===== config.mk =====
export PLATFORM = sky130hd
export DESIGN_NAME = button_bank_debounce_8
export DESIGN_NICKNAME = d
export VERILOG_FILES = /design/src/rtl/button_bank_debounce_8.sv
export SDC_FILE = /design/constraint.sdc
export NUM_CORES = 1
export LEC_CHECK = 0
export ABC_AREA = 1
export BUFFER_PORTS_ARGS = -buffer_cell sky130_fd_sc_hd__clkbuf_2
export CORE_AREA = 4 4 132 134
export DETAILED_ROUTE_END_ITERATION = 10
export DIE_AREA = 0 0 136 138
export GPL_ROUTABILITY_DRIVEN = 0
export PLACE_DENSITY = 0.87
export REMOVE_ABC_BUFFERS = 1
export SYNTH_ARGS = -nofsm -noshare
export SYNTH_HDL_FRONTEND = slang
export SYNTH_SLANG_ARGS = --single-unit
export TNS_END_PERCENT = 100

===== constraint.sdc =====
create_clock -name clk -period 1.95 [get_ports clk]
set_input_delay 0.4875 -clock clk [delete_from_list [all_inputs] [get_ports clk]]
set_output_delay 0.4875 -clock clk [all_outputs]
set_load 0.005 [all_outputs]

===== src/rtl/button_bank_debounce_8.sv =====
// Eight-channel active-low button debouncer: two-flop synchroniser, per-channel
// saturating counter, registered debounced level plus one-cycle press/release strobes.
// The release strobe port is named `rel` because `release` is a reserved word.
module button_bank_debounce_8 #(
    parameter int unsigned DB_COUNT = 50000,
    parameter int unsigned CNT_W    = 20
) (
    input  logic       clk,
    input  logic       rst_n,
    input  logic [7:0] btn_raw,
    output logic [7:0] btn_db,
    output logic [7:0] press,
    output logic [7:0] rel,
    output logic       any_press
);

    localparam logic [CNT_W-1:0] CNT_LAST = CNT_W'(DB_COUNT - 1);

    logic [7:0]       s1;
    logic [7:0]       s2;
    logic [CNT_W-1:0] cnt      [8];
    logic [CNT_W-1:0] cnt_nxt  [8];
    logic [7:0]       db_nxt;
    logic [7:0]       press_nxt;
    logic [7:0]       rel_nxt;

    // Any sample that agrees with the debounced state discards all progress.
    always_comb begin
        db_nxt    = btn_db;
        press_nxt = '0;
        rel_nxt   = '0;
        for (int i = 0; i < 8; i++) begin
            cnt_nxt[i] = '0;
            if (s2[i] != btn_db[i]) begin
                if (cnt[i] == CNT_LAST) begin
                    db_nxt[i]    = s2[i];
                    press_nxt[i] = ~s2[i];
                    rel_nxt[i]   = s2[i];
                end else begin
                    cnt_nxt[i] = cnt[i] + CNT_W'(1);
                end
            end
        end
    end

    always_ff @(posedge clk or negedge rst_n) begin
        if (!rst_n) begin
            s1     <= '1;
            s2     <= '1;
            btn_db <= '1;
            press  <= '0;
            rel    <= '0;
            for (int i = 0; i < 8; i++) begin
                cnt[i] <= '0;
            end
        end else begin
            s1     <= btn_raw;
            s2     <= s1;
            btn_db <= db_nxt;
            press  <= press_nxt;
            rel    <= rel_nxt;
            for (int i = 0; i < 8; i++) begin
                cnt[i] <= cnt_nxt[i];
            end
        end
    end

    assign any_press = |press;

endmodule

# --- Word level (Yosys, flattened, before mapping) ---
# Cells that the tools add are included.
op_classes:
  n_addsub: 8
  eq_ne: 16
  n_mux: 48
  bitwise_logic: 8
  reduce_logical: 9
op_table:
  columns: ["op", "n"]
  rows:
  - ["two-way mux 20 bit", 16]
  - ["adder 20 x 1 -> 20 bit (second input constant)", 8]
  - ["== test 20 x 16 -> 1 bit (second input constant)", 8]
  - ["two-way mux 1 bit", 32]
  - ["AND reduction 2 bit", 8]
  - ["inequality test 1 bit", 8]
  - ["NOT 1 bit", 8]
  - ["OR reduction 8 bit", 1]
totals:
  ff_bits: 200
  output_inout_bits: 25
  wordCells: 109

# --- Depth between registers and ports, before layout ---
# Gate-level depths: netlist of the first run.
depth:
  depth_word: 3
  ltp_mapped: 9

# --- Least setup slack after synthesis of the first run ---
# No wires, ideal clock.
synth_timing:
  kind: "flip-flop to flip-flop"
  startpoint: "reg btn_db[4]"
  endpoint: "reg cnt[69] in the netlist's numbering"
  setup_ns: 0.120
  arrival_ns: 1.224
  t_required_ns: 1.830
  slack_ns: 0.606
  stages_incl_launch_ff: 6
  n_path_buf: 0
  path_cell_list: "dfstp_2 -> nor2_1 -> nor2_1 -> inv_1 -> nand2_4 -> nor2_1"
synth_rtl:
  columns: ["element", "line", "rtl"]
  rows:
  - ["start: declaration", "11", "output logic [7:0] btn_db,"]
  - ["start signal: assignment", "59", "btn_db <= db_nxt;"]
  - ["end signal: indexed assignment", "63", "cnt[i] <= cnt_nxt[i];"]
  - ["end: declaration", "21", "logic [CNT_W-1:0] cnt [8];"]

# --- Worst setup path after layout of the first run ---
layout_timing:
  startpoint: "reg press[1]"
  endpoint: "out any_press"
layout_via:
  elab_chain_cells: 1
layout_lines:
  columns: ["element", "line", "rtl"]
  rows:
  - ["start: declaration", "12", "output logic [7:0] press,"]
  - ["start signal: assignment", "60", "press <= press_nxt;"]
  - ["OR reduction 8 bit", "68", "assign any_press = |press;"]
  - ["end: declaration", "14", "output logic any_press"]
# Every way passes these cells.

==> results of run 1 <==
==> critical path, stage by stage (launching register included) <==
cell      delay (ns)
dfrtp_1         0.44
nor4_4          0.29
nand2_1         0.07
clkbuf_2        0.11
==> state kept, by name (all words and copies together), names as in the netlist <==
signal	cells
btn_db	8
cnt	160
press	8
rel	8
s1	8
s2	8
==> layer usage <==
metal | vias up | wire (um)
met3 | 61 | 1110
li1 | 4469 | -
met5 | - | 0
met2 | 261 | 11500
met4 | 0 | 592
met1 | 4283 | 9950
==> stage by stage <==
| stage | setup WS (ns) | std cells | instance area, um^2 | utilization (%) | hold WS [ns] |
|---|---|---|---|---|---|
| 2_1_floorplan | 0.500 | 1397 | 10600 | - | 0.192 |
| 3_3_place_gp | 0.462 | 1664 | 11200 | 69.0 | 0.346 |
| 3_5_place_dp | 0.402 | 1664 | 11200 | 69.0 | 0.347 |
| 4_1_cts | 0.0137 | 1697 | 11900 | 72.9 | 0.121 |
| 5_1_grt | 0.0109 | 1697 | 11900 | 73.0 | 0.114 |
| 6_report | 0.105 | 1697 | 11900 | 73.0 | 0.129 |
==> worst paths after layout <==
path | start | endpoint | slack, ns | depth (start not counted)
hold / removal | btn_raw[1] | s1[1]$_DFF_PN1_ | 0.13 | 1
max in group asynchronous | rst_n | btn_db[5]$_DFFE_PN1P_ | 0.74 | 3
setup / recovery | press[1]$_DFF_PN0_ | any_press | 0.11 | 3
hold reg to reg | s1[2]$_DFF_PN1_ | s2[2]$_DFF_PN1_ | 0.36 | 0
min in group asynchronous | rst_n | cnt[52]$_DFF_PN0_ | 0.54 | 2
setup reg to reg | cnt[100]$_DFF_PN0_ | cnt[110]$_DFF_PN0_ | 0.37 | 8
==> placed cells by master, fill, tap and decap left out, types with 2 or more instances in the layout <==
cell,n
a21oi_1,4
o21ai_1,2
nor3_1,18
xnor2_1,28
buf_12,3
dfstp_2,24
inv_1,134
bufinv_16,4
nand2_4,2
nand3b_1,4
nand3_1,90
buf_4,10
o21bai_1,18
nor2_4,14
dfrtp_1,176
nor3b_1,11
nand3_2,7
nand4_1,12
o21ai_0,22
nand2_1,313
nand2_2,25
nor2_1,389
clkbuf_8,4
clkbuf_1,5
clkbuf_2,33
ha_1,8
inv_2,5
nor2_2,29
xor2_1,52
and2_1,8
clkbuf_16,17
==> layout make-up <==
| type | instances | area [um^2] | share of cell area [%] |
|---|---|---|---|
| clock buffer | 25 | 485 | 4.08 |
| clock inverter | 7 | 141 | 1.19 |
| inverter | 139 | 522 | 4.39 |
| sequential | 200 | 5030 | 42.4 |
| multi-input combinational | 1058 | 5100 | 42.9 |
| timing repair buffer | 48 | 324 | 2.73 |
| tap | 220 | 275 | 2.32 |
==> logic make-up after synthesis <==
family / synth area share, %
compound gates: 2.58
buf+inv: 5.03
simple gates: 37.6
fa+ha+maj: 0.939
xor+xnor: 6.57
flops: 47.2
==> power breakdown <==
group          internal, uW  switching (uW)  leakage (uW)
sequential             4220            50.0       0.00269
combinational          77.2             205       0.00223
clock                  2250            1490      0.000302
==> synthesized netlist by cell type (all sizes together) <==
master / n / area share, %
a21oi: 4 / 0.19
and2: 8 / 0.47
clkbuf: 4 / 0.14
dfrtp: 176 / 41
dfstp: 24 / 5.9
ha: 8 / 0.94
inv: 139 / 4.9
nand2: 340 / 13
nand3: 97 / 4.9
nand3b: 4 / 0.28
nand4: 12 / 0.70
nor2: 432 / 17
nor3: 18 / 0.85
nor3b: 11 / 0.77
nor4: 2 / 0.12
o21ai: 24 / 1.1
o21bai: 18 / 1.3
xnor2: 28 / 2.3
xor2: 52 / 4.3
==> repair_timing <==
item	4_1_cts	5_1_grt
resized for setup	0	2
setup endpoints to repair	0	1
hold endpoints to repair	36	0
setup buffers	0	0
hold buffers	1	0
==> flow_summary.toml, run 1 <==
[status]
outcome = "complete, no violations"

[die]
ios = 35
core_area_um2 = 16300
initial_core_util_pct = 65.5
dieArea_um2 = 18800
die_w_um = 136
die_h_um = 138
row_count = 47

[critical_path]
cp-start-kind = "flop"
path_class = "reg -> out"
worstSetupEndpointType = "output port"
cp.required_ns = 1.46
cp_max_fo = 2
cp.arrival_ns = 1.36

[timing]
max_slew_margin_pct = 66.3
rsz0062_at_grt = "false"
skew_ns = 0.0108
fin_crit_ns = 1.84
final-hold-violation-count = 0
setup-violations-final = 0
worst_pin_slew_ns = 0.504
slew_violations = 0
period_share_pct = 94.6
max_freq_mhz = 542
final.setup.tns_ns = 0

[grt]
antenna_found_initial = 0
grt_pass1_vias = 8910
grt-ovfl-total = 0
met1_usage_pct = 33.5
top_usage_layer = "met2"
grt_pass1_wl_um = 40000
grt_use_met2_pct = 42.5
grt_max_degree = 51
met3_usage_pct = 5.16
grt_usage_pct = 25.7

[cells_and_area]
antennaDiodeCount = 0
area_delta_synth_final_pct = 11.5
fill_cells = 1187
drive_gt1_share_pct = 12.3
nNetsFinal = 1482

[cts]
clkTransAtPathRegs_ns = 0.07
clockBufferDepth = 2
cts.sinks = 200
cts_made_buffers = 17
cts_tree = "yes"
clk_latency_ns = 0.44
cts_root_buf = "clkbuf_16"
cts_max_level = 4

[synthesis]
ys_types = 26
syn_area_um2 = 10700
yosysSeqAreaShare_pct = 47.2
ys_warn_count = 0
ys_ff_latch = 200
syn_avg_cell_area_um2 = 7.61
syn_inst = 1401

[power_and_ir_drop]
p_total_uw = 8300
p_per_area_nw_per_um2 = 698
p_leak_uw = 0.00522
peakVddDrop_mv = 0.626

[detailed_routing]
drt_iter0_markers = 632
wl_per_cell_um = 13.6
viasPerCell = 5.35
finalWirelength_um = 23100
post-route-drc-count = 0
drt_first_pass_iters = 5
via_count = 9074
detail-route-antenna-nets = 0

[placement]
io_buffers = 34
hpwl_um = 16400

[min_path]
worstHoldPathType = "in -> reg"

[job]
maxCapViolCount = 0
Power figures use the tool's default switching activity.
==> run 2, diff against run 1 <==
--- a/config.mk
+++ b/config.mk
@@ -7,11 +7,12 @@
 export LEC_CHECK = 0
 export ABC_AREA = 1
 export BUFFER_PORTS_ARGS = -buffer_cell sky130_fd_sc_hd__clkbuf_2
-export CORE_AREA = 4 4 132 134
+export CORE_AREA = 4 4 136 138
+export CTS_CLUSTER_SIZE = 16
 export DETAILED_ROUTE_END_ITERATION = 10
-export DIE_AREA = 0 0 136 138
+export DIE_AREA = 0 0 140 142
 export GPL_ROUTABILITY_DRIVEN = 0
-export PLACE_DENSITY = 0.87
+export PLACE_DENSITY = 0.82
 export REMOVE_ABC_BUFFERS = 1
 export SYNTH_ARGS = -nofsm -noshare
 export SYNTH_HDL_FRONTEND = slang
==> constraint.sdc (replaced) <==
create_clock -name clk -period 2 [get_ports clk]
set_input_delay 0.5 -clock clk [delete_from_list [all_inputs] [get_ports clk]]
set_output_delay 0.5 -clock clk [all_outputs]
set_load 0.005 [all_outputs]
==> run 2 against run 1 <==
Design area shrank 0.19%. Total power is 3.4% lower. Register-to-register slack lost 0.16 ns. Sequential power shrank 3%. Sequential share of layout area is 0.081 points higher. Cell count is 0.24% higher. Via count decreased by 2.1%. Routed wire length decreased by 3.2%. Worst hold slack improved by 0.011 ns. Critical path type unchanged. Highest routed layer unchanged.
==> flow_summary.toml, run 2 (synthesized netlist as in run 1, its figures left out) <==
[placement]
hpwl_um = 16200
io_buffers = 34
place_inst = 1668

[grt]
grt_usage_pct = 23.6
antenna_found_initial = 0
grt_max_degree = 48
grt_pass1_wl_um = 38800
grt_pass1_vias = 8444
grt-ovfl-total = 0

[critical_path]
cp.required_ns = 1.50
cp_max_fo = 2
cp-start-kind = "flop"
worstSetupEndpointType = "output port"
cp.arrival_ns = 1.36
slowest_delay_ns = 0.42
slowest_stage = "dfrtp_1"
path_class = "reg -> out"
cpLargestDelayFamily = "flip-flops"
worst-path-buf-inv = 1
cp_cell_sequence = "nor4_1, nand2_1, clkbuf_2"

[detailed_routing]
wl_per_cell_um = 13.2
viasPerCell = 5.22
post-route-drc-count = 0
detail-route-antenna-nets = 0
via_count = 8883
drt_first_pass_iters = 5
drt_iter0_markers = 688
finalWirelength_um = 22400

[power_and_ir_drop]
p_leak_uw = 0.00520
clkPwrFrac_pct = 44.8
p_per_area_nw_per_um2 = 675
p_switching_uw = 1830
peakVddDrop_mv = 0.629
comb_power_share_pct = 3.4
p_total_uw = 8010
intPower_uw = 6180
switching_share_pct = 22.8
power_frac_seq_pct = 51.9

[cells_and_area]
regMostFlops = "cnt"
area_delta_synth_final_pct = 11.3
antennaDiodeCount = 0
drive_gt1_share_pct = 12.5
fill_cells = 1392
largest_reg_flops = 160
nNetsFinal = 1481
stdcell_count = 1701
final_cell_mix = "388 x nor2_1, 313 x nand2_1, 176 x dfrtp_1, 134 x inv_1, 90 x nand3_1"
final_common_cell = "nor2_1"

[timing]
rsz0062_at_grt = "false"
worst_pin_slew_ns = 0.820
fin_crit_ns = 1.86
final-hold-violation-count = 0
slew_violations = 0
period_share_pct = 93.2
final.setup.tns_ns = 0
setup-violations-final = 0
max_slew_margin_pct = 45.1
skew_ns = 0.0111
max_freq_mhz = 537

[die]
dieArea_um2 = 19900
die_h_um = 142
row_count = 48
die_w_um = 140
initial_core_util_pct = 62.1
ios = 35
core_area_um2 = 17200

[cts]
cts_max_level = 4
post_cts_buffers = 0
cts.sinks = 200
clk_latency_ns = 0.44
cts_root_buf = "clkbuf_16"
cts_made_buffers = 17
cts_tree = "yes"
clkTransAtPathRegs_ns = 0.07
clockBufferDepth = 2

[job]
maxCapViolCount = 0

[min_path]
worstHoldPathType = "in -> reg"

[status]
outcome = "complete, no violations"
run 2: cell types whose count changed in the layout (fill, tap and decap cells not counted), moves of 2 or more:
cell | previous run | this run
inv_6 | 0 | 2
clkinvlp_4 | 1 | 3
clkbuf_8 | 4 | 1
inv_8 | 0 | 2
clkinv_4 | 1 | 4
clkbuf_1 | 5 | 0
run 2: layout make-up:
type | count | area (um^2) | share of cell area [%]
multi-input combinational | 1058 | 5090 | 42.9
sequential | 200 | 5030 | 42.4
inverter | 139 | 522 | 4.40
clock buffer | 17 | 425 | 3.59
timing repair buffer | 47 | 317 | 2.67
tap | 225 | 282 | 2.37
clock inverter | 15 | 193 | 1.62
run 2: power by group through the flow:
stage          Combinational, uW  Clock (uW)  Sequential [uW]
2_1_floorplan                118           0             4220
3_3_place_gp                 264           0             4230
3_5_place_dp                 275           0             4230
4_1_cts                      279        3650             4160
5_1_grt                      316        3830             4160
6_report                     270        3590             4160
run 2: metal layers:
layer	vias up	global-route usage [%]	part of all wire [%]
met2	210	40.3	49
met1	4177	31.8	45
met3	36	4.00	4.3
li1	4460	-	-
met4	0	6.32	1.5
met5	-	0	0
run 2: stage by stage:
stage | cell area [um^2] | worst slack [ns] | hold WS (ns) | util (%)
floorplan | 10600 | 0.550 | 0.204 | -
CTS | 11900 | 0.115 | 0.125 | 69.1
finish | 11900 | 0.137 | 0.140 | 69.1
detailed placement | 11200 | 0.196 | 0.347 | 65.4
global placement | 11200 | 0.244 | 0.346 | 65.4
global route | 11900 | 0.00608 | 0.125 | 69.1
run 2: final timing paths:
check | from | slack, ns | depth (start not counted) | end
max in group asynchronous | rst_n | 0.75 | 3 | s2[3]$_DFF_PN1_
worst min register to register | s1[2]$_DFF_PN1_ | 0.36 | 0 | s2[2]$_DFF_PN1_
worst max-delay path | press[3]$_DFF_PN0_ | 0.14 | 3 | any_press
min in group asynchronous | rst_n | 0.56 | 2 | rel[1]$_DFF_PN0_
worst min-delay path | btn_raw[1] | 0.14 | 1 | s1[1]$_DFF_PN1_
worst max register to register | s2[6]$_DFF_PN1_ | 0.21 | 5 | cnt[29]$_DFF_PN0_
run 2: what timing repair did:
item | in CTS | in global routing
hold endpoints to repair | 1 | 0
hold buffers | 1 | 0
gates resized for setup | 0 | 1
setup endpoints to repair | 0 | 7
